**config.mk**
```make
export PLATFORM = sky130hd
export DESIGN_NAME = coord_rotate_scan
export DESIGN_NICKNAME = d
export VERILOG_FILES = /design/src/rtl/coord_rotate_scan.sv
export SDC_FILE = /design/constraint.sdc
export NUM_CORES = 2
export LEC_CHECK = 0
export ABC_AREA = 0
export ABC_CLOCK_PERIOD_IN_PS = 5000
export BUFFER_PORTS_ARGS = -buffer_cell sky130_fd_sc_hd__buf_2
export CAP_MARGIN = 20
export CORE_MARGIN = 3
export CORE_UTILIZATION = 57
export CTS_CLUSTER_DIAMETER = 150
export DETAILED_ROUTE_END_ITERATION = 10
export GPL_ROUTABILITY_DRIVEN = 1
export PLACE_DENSITY = 0.77
export SLEW_MARGIN = 20
export SYNTH_ARGS = -nofsm -noshare
export SYNTH_HDL_FRONTEND = slang
export SYNTH_SLANG_ARGS = --single-unit
```
**constraint.sdc**
```tcl
create_clock -name clk -period 5 [get_ports clk]
set_input_delay 0.5 -clock clk [delete_from_list [all_inputs] [get_ports clk]]
set_output_delay 0.5 -clock clk [all_outputs]
set_load 0.05 [all_outputs]
```
**src/rtl/coord_rotate_scan.sv**
```systemverilog
// coord_rotate_scan: raster-order destination scan with inverse rotation about
// the image centre. Trig values are Q1.8 (256 = 1.0) and are latched on an
// accepted start. A 3-stage pipeline streams source coordinates out over
// valid/ready. A single enable (output not valid, or downstream ready) freezes
// every stage and the raster counters together.
module coord_rotate_scan #(
    parameter int IMG_W = 640,
    parameter int IMG_H = 480,
    parameter int CX    = IMG_W / 2,
    parameter int CY    = IMG_H / 2,
    parameter int CW    = 12,
    parameter int TW    = 10
) (
    input  logic                 clk,
    input  logic                 rst,
    input  logic                 start,
    input  logic signed [TW-1:0] sin_val,
    input  logic signed [TW-1:0] cos_val,
    output logic                 busy,
    output logic                 done,
    output logic                 out_valid,
    input  logic                 out_ready,
    output logic        [CW-1:0] dst_x,
    output logic        [CW-1:0] dst_y,
    output logic signed [CW-1:0] src_x,
    output logic signed [CW-1:0] src_y,
    output logic                 in_range,
    output logic                 out_last
);

    localparam int PW   = CW + TW;      // product width
    localparam int SW   = PW + 1;       // sum width
    localparam int FRAC = 8;            // Q1.8 fraction bits

    localparam logic        [CW-1:0] XMAX = CW'(IMG_W - 1);
    localparam logic        [CW-1:0] YMAX = CW'(IMG_H - 1);
    localparam logic signed [CW-1:0] CX_S = CW'(CX);
    localparam logic signed [CW-1:0] CY_S = CW'(CY);
    localparam logic signed [CW-1:0] W_S  = CW'(IMG_W);
    localparam logic signed [CW-1:0] H_S  = CW'(IMG_H);

    typedef enum logic [1:0] {
        IDLE,
        RUN,
        DRAIN
    } state_t;

    state_t               state_q;
    logic                 busy_q;
    logic                 done_q;
    logic        [CW-1:0] x_q;
    logic        [CW-1:0] y_q;
    logic signed [TW-1:0] sin_q;
    logic signed [TW-1:0] cos_q;

    // Stage 1: centred coordinates
    logic                 v1_q,    v1_d;
    logic signed [CW-1:0] dx1_q,   dx1_d;
    logic signed [CW-1:0] dy1_q,   dy1_d;
    logic        [CW-1:0] dstx1_q, dstx1_d;
    logic        [CW-1:0] dsty1_q, dsty1_d;
    logic                 last1_q, last1_d;

    // Stage 2: products
    logic                 v2_q,    v2_d;
    logic signed [PW-1:0] pxc2_q,  pxc2_d;
    logic signed [PW-1:0] pys2_q,  pys2_d;
    logic signed [PW-1:0] pxs2_q,  pxs2_d;
    logic signed [PW-1:0] pyc2_q,  pyc2_d;
    logic        [CW-1:0] dstx2_q, dstx2_d;
    logic        [CW-1:0] dsty2_q, dsty2_d;
    logic                 last2_q, last2_d;

    // Stage 3: output registers
    logic                 ov_q,    ov_d;
    logic        [CW-1:0] dstx3_q, dstx3_d;
    logic        [CW-1:0] dsty3_q, dsty3_d;
    logic signed [CW-1:0] srcx3_q, srcx3_d;
    logic signed [CW-1:0] srcy3_q, srcy3_d;
    logic                 ir3_q,   ir3_d;
    logic                 last3_q, last3_d;

    logic signed [SW-1:0] sum_x;
    logic signed [SW-1:0] sum_y;

    logic en;
    logic issue;
    logic last_pix;
    logic out_hs;

    assign en       = !ov_q || out_ready;
    assign issue    = (state_q == RUN) && en;
    assign last_pix = (x_q == XMAX) && (y_q == YMAX);
    assign out_hs   = ov_q && out_ready;

    // Control FSM, raster counters and trig latch
    always_ff @(posedge clk) begin
        if (rst) begin
            state_q <= IDLE;
            busy_q  <= 1'b0;
            done_q  <= 1'b0;
            x_q     <= '0;
            y_q     <= '0;
            sin_q   <= '0;
            cos_q   <= '0;
        end else begin
            done_q <= 1'b0;
            case (state_q)
                IDLE: begin
                    if (start) begin
                        state_q <= RUN;
                        busy_q  <= 1'b1;
                        sin_q   <= sin_val;
                        cos_q   <= cos_val;
                        x_q     <= '0;
                        y_q     <= '0;
                    end
                end
                RUN: begin
                    if (en) begin
                        if (last_pix) begin
                            x_q     <= '0;
                            y_q     <= '0;
                            state_q <= DRAIN;
                        end else if (x_q == XMAX) begin
                            x_q <= '0;
                            y_q <= y_q + CW'(1);
                        end else begin
                            x_q <= x_q + CW'(1);
                        end
                    end
                end
                DRAIN: begin
                    if (out_hs && last3_q) begin
                        state_q <= IDLE;
                        busy_q  <= 1'b0;
                        done_q  <= 1'b1;
                    end
                end
                default: state_q <= IDLE;
            endcase
        end
    end

    // Next-state values for all three pipeline stages
    always_comb begin
        v1_d    = issue;
        dx1_d   = $signed(x_q) - CX_S;
        dy1_d   = $signed(y_q) - CY_S;
        dstx1_d = x_q;
        dsty1_d = y_q;
        last1_d = last_pix;

        v2_d    = v1_q;
        pxc2_d  = PW'(dx1_q) * PW'(cos_q);
        pys2_d  = PW'(dy1_q) * PW'(sin_q);
        pxs2_d  = PW'(dx1_q) * PW'(sin_q);
        pyc2_d  = PW'(dy1_q) * PW'(cos_q);
        dstx2_d = dstx1_q;
        dsty2_d = dsty1_q;
        last2_d = last1_q;

        sum_x   = SW'(pxc2_q) + SW'(pys2_q);
        sum_y   = SW'(pyc2_q) - SW'(pxs2_q);
        ov_d    = v2_q;
        dstx3_d = dstx2_q;
        dsty3_d = dsty2_q;
        srcx3_d = CW'(sum_x >>> FRAC) + CX_S;
        srcy3_d = CW'(sum_y >>> FRAC) + CY_S;
        ir3_d   = !srcx3_d[CW-1] && (srcx3_d < W_S) &&
                  !srcy3_d[CW-1] && (srcy3_d < H_S);
        last3_d = last2_q;
    end

    // Pipeline registers; every stage advances only on the shared enable
    always_ff @(posedge clk) begin
        if (rst) begin
            v1_q    <= 1'b0;
            dx1_q   <= '0;
            dy1_q   <= '0;
            dstx1_q <= '0;
            dsty1_q <= '0;
            last1_q <= 1'b0;
            v2_q    <= 1'b0;
            pxc2_q  <= '0;
            pys2_q  <= '0;
            pxs2_q  <= '0;
            pyc2_q  <= '0;
            dstx2_q <= '0;
            dsty2_q <= '0;
            last2_q <= 1'b0;
            ov_q    <= 1'b0;
            dstx3_q <= '0;
            dsty3_q <= '0;
            srcx3_q <= '0;
            srcy3_q <= '0;
            ir3_q   <= 1'b0;
            last3_q <= 1'b0;
        end else if (en) begin
            v1_q    <= v1_d;
            dx1_q   <= dx1_d;
            dy1_q   <= dy1_d;
            dstx1_q <= dstx1_d;
            dsty1_q <= dsty1_d;
            last1_q <= last1_d;
            v2_q    <= v2_d;
            pxc2_q  <= pxc2_d;
            pys2_q  <= pys2_d;
            pxs2_q  <= pxs2_d;
            pyc2_q  <= pyc2_d;
            dstx2_q <= dstx2_d;
            dsty2_q <= dsty2_d;
            last2_q <= last2_d;
            ov_q    <= ov_d;
            dstx3_q <= dstx3_d;
            dsty3_q <= dsty3_d;
            srcx3_q <= srcx3_d;
            srcy3_q <= srcy3_d;
            ir3_q   <= ir3_d;
            last3_q <= last3_d;
        end
    end

    assign busy      = busy_q;
    assign done      = done_q;
    assign out_valid = ov_q;
    assign dst_x     = dstx3_q;
    assign dst_y     = dsty3_q;
    assign src_x     = srcx3_q;
    assign src_y     = srcy3_q;
    assign in_range  = ir3_q;
    assign out_last  = last3_q;

endmodule

```
==> run_results.csv <==
group,metric,value,unit
setup_path,path_class,"flip-flop to flip-flop",
global_routing,grt_pass1_wl,126000,microns
placed_design,placed_cell_area,0.0306,sq mm
drt,wl_per_cell,19.4,microns
worst_hold_path,hold_path.startpoint,"cos_val[8]",
global_routing,track_usage,0.311,
clock_tree,clock-sinks,245,
clock_tree,cts_tree,"built",
drt,vias_per_cell,5.68,
timing,hold_viol,0,
setup_path,worst_path_most_repeated_cell,"fa_1",
synth,postSynthCellCount,3294,
setup_path,worstPathMaxFanout,6,
final_layout,fin_util,0.711,
placed_design,port_buffers,76,
timing,finalCritPeriodShare,1.03,
timing,post-route-min-period,5.17,ns
floorplan,num_rows,79,
setup_path,crit_arrival,5.61,ns
synth,yosysUniqueCellTypes,76,
floorplan,pin_count,77,
clock_tree,clkSlewWorstSetupHoldPaths,0.07,ns
final_layout,final_nets,4229,
setup_path,crit_path_top_delay_cell,"fa_1",
floorplan,die-area,0.0511,sq mm
pwr,cellPowerDensity,271,mW/mm^2
synth,synth_ff_type,"dfxtp_1",
worst_hold_path,hold_path_class,"input pin to flip-flop",
timing,slew_viol_final,0,
setup_path,timing.rr.start,"cos_q[1]",
timing,max_clock_freq,0.193,GHz
synth,synth-warning-count,0,
timing,fin_skew,0.0160,ns
clock_tree,cts_root_buffer,"clkbuf_16",
clock_tree,cts_buffers,28,
timing,tightest_slew,1.17,ns
drt,drtIter0Drc,2259,
setup_path,cp-start-kind,"flip-flop",
timing,worst_hold_slack,0.154,ns
synth,ys_ff_latch,245,
placed_design,dpl.cell_count,4084,
synth,syn_area_per_cell,8.37,sq um
status,status,"finished with violations",
flow_run,drv_cap,0,
synth,syn-num-nets,3951,
placed_design,gp_congestion,0.951,
timing,finalWorstSetupSlack,-0.171,ns
timing,slew_headroom,0.218,
global_routing,grt_max_degree,175,
global_routing,antenna_found_initial,5,
setup_path,path_cells,"buf_8 > buf_6 > nand2_4 > fa_1 > inv_1 > fa_1 > inv_2 > fa_1 > inv_1 > fa_1 > inv_1 > fa_1 > inv_2 > ha_4 > a21oi_4 > o21bai_1 > a41o_1 > nor2b_4 > o31ai_4 > buf_4 > xnor2_2 > nor2_1 > a21oi_1 > nor2_1",
timing,rsz0062_at_grt,"yes",
setup_path,endpoint_kind,"flip-flop",
final_layout,design_area,0.0335,sq mm
clock_tree,insertion_delay,0.58,ns
pwr,peakVddDrop,241,uV
drt,drt_first_pass_iters,8,
global_routing,grt_pass1_vias,24200,
synth,synth_area,0.0276,sq mm
status,violations,"setup timing",
final_layout,finalNonFillerCells,4204,
setup_path,max_stage_delay,0.50,ns
clock_tree,cts_max_level,1,
placed_design,hpwl,58800,microns
synth,synthArstFlopShare,0,
floorplan,die_y,226,microns
timing,tns,-1.52,ns
final_layout,drive_gt1_frac,0.215,
floorplan,die_w,226,microns
global_routing,grt_remaining_overflow,0,
placed_design,dpl_worst_slack,-0.439,ns
pwr,leakage,16.3,nW
clock_tree,ctsHoldBuffers,0,
drt,vias,23900,
drt,drt-total-wl,81400,microns
pwr,finalPower,9.10,mW
synth,ys_seq_area_frac,0.178,
drt,postRouteAntennaNets,0,
floorplan,coreArea,0.0471,sq mm
setup_path,crit_start,"cos_q[1]",
drt,drcViolationCount,0,
floorplan,start_util,0.585,
timing,setup_violations,18,
clock_tree,cts_buffer_depth,3,
synth,synth-edff-count,0,
final_layout,area_growth,21.6,%
setup_path,cp_data_required_time,5.44,ns
final timing paths:
| kind | to | slack [ns] | depth (start not counted) |
|---|---|---|---|
| hold reg to reg | dst_x[10] | 0.45 | 2 |
| setup / recovery | pxc2_q[17] | -0.17 | 24 |
| hold / removal | cos_q[8] | 0.15 | 3 |
| setup reg to reg | pxc2_q[17] | -0.17 | 24 |
cell usage in the layout, fill, tap and decap left out, types with 11 or more instances in the layout:
| cell type | instances |
|---|---|
| fa_1 | 378 |
| nor2b_1 | 35 |
| dfxtp_4 | 15 |
| and2_1 | 164 |
| buf_4 | 281 |
| xnor2_1 | 104 |
| dfxtp_1 | 214 |
| a21o_1 | 23 |
| a211oi_1 | 22 |
| and3_1 | 11 |
| ha_1 | 201 |
| inv_1 | 536 |
| a21oi_4 | 11 |
| xor2_1 | 43 |
| inv_2 | 40 |
| nor2_1 | 95 |
| o21ai_0 | 21 |
| buf_2 | 76 |
| nand2b_1 | 21 |
| buf_6 | 40 |
| fa_2 | 14 |
| ha_4 | 38 |
| a21oi_1 | 193 |
| dfxtp_2 | 16 |
| clkbuf_16 | 28 |
| nand3_1 | 30 |
| a21oi_2 | 34 |
| buf_12 | 27 |
| o21bai_1 | 14 |
| nand2_1 | 603 |
| nand2_2 | 22 |
synth_stat cells, types with 5 or more instances:
master	n	area share
nand3_1	32	0.0058
buf_1	5	0.00068
a21boi_0	6	0.0016
and3_1	11	0.0025
a31oi_1	7	0.0016
and2_1	171	0.039
clkbuf_1	177	0.024
a211o_1	8	0.0025
nor2b_1	40	0.0091
a22o_1	10	0.0032
o21ai_0	28	0.0051
nand2_1	634	0.086
or3_1	11	0.0025
o21a_1	9	0.0024
nand4_1	9	0.0020
o21bai_1	20	0.0054
a211oi_1	26	0.0071
ha_1	241	0.11
fa_1	392	0.28
o31ai_1	5	0.0014
a21o_1	23	0.0063
xor2_1	43	0.014
nor2_1	100	0.014
or2_2	7	0.0016
inv_1	577	0.079
a21oi_1	236	0.043
o211ai_1	5	0.0014
dfxtp_1	245	0.18
nor3_1	11	0.0020
xnor2_1	113	0.036
nand2b_1	25	0.0057
logic make-up (layout without fill, tap and decap cells):
| family | Yosys count | count (layout) | share of synthesized area |
|---|---|---|---|
| AND/OR/NAND/NOR | 1070 | 1070 | 0.176 |
| other | 0 | 3 | 0 |
| AO/OA/AOI/OAI | 423 | 423 | 0.0960 |
| adder cells (fa/ha/maj) | 634 | 634 | 0.394 |
| multiplexers | 6 | 6 | 0.00259 |
| XOR/XNOR | 157 | 157 | 0.0501 |
| flip-flops | 245 | 245 | 0.178 |
| buffers and inverters | 759 | 1059 | 0.103 |
flip-flops by register name, summed over array words and instances, names as in the netlist, 6 cells and up:
name     cells
cos_q       10
dst_x       12
dst_y       12
dstx1_d     12
dstx1_q      6
dstx2_q     12
dsty1_d     12
dsty1_q      8
dsty2_q     12
dx1_q       12
dy1_q       12
pxc2_q      20
pxs2_q      20
pyc2_q      20
pys2_q      20
sin_q       10
src_x       12
src_y       12
power by group:
group	internal (mW)	switching, mW	total (mW)
combinational	1.98	2.64	4.63
clock	1.19	0.912	2.10
sequential	2.16	0.221	2.38
total	5.33	3.77	9.10
layer usage:
layer  vias up  global-route usage  routed length, microns
li1      10700                   -                       -
met1     11800               0.412                   31800
met2      1091               0.504                   38000
met3       300              0.0568                    6990
met4         2               0.132                    4600
met5         -                   0                      13
worst max-delay path: cells and delay by family, from the launching register on:
kind                     cells  cell delay, ns
adder cells (fa/ha/maj)      6            2.69
flip-flops                   1            0.44
AND/OR/NAND/NOR              4            0.22
buffers and inverters        8            0.67
XOR/XNOR                     1            0.10
AO/OA/AOI/OAI                5            0.92
timing repair:
action / CTS / global route
resized for setup: 178 / 189
pin swaps: 108 / 121
endpoints found under the setup margin: 28 / 31
setup buffers: 44 / 24
gates cloned: 1 / 1
final cells by class:
class,instances,area (sq um)
Multi-Input combinational cell,2290,21100
Inverter,577,2170
Tap cell,607,759
Timing Repair Buffer,430,3580
Clock buffer,40,806
Fill cell,3226,13600
Sequential cell,245,4980
Antenna cell,3,7.51
Clock inverter,12,130
(Power assumes the default switching activity.)
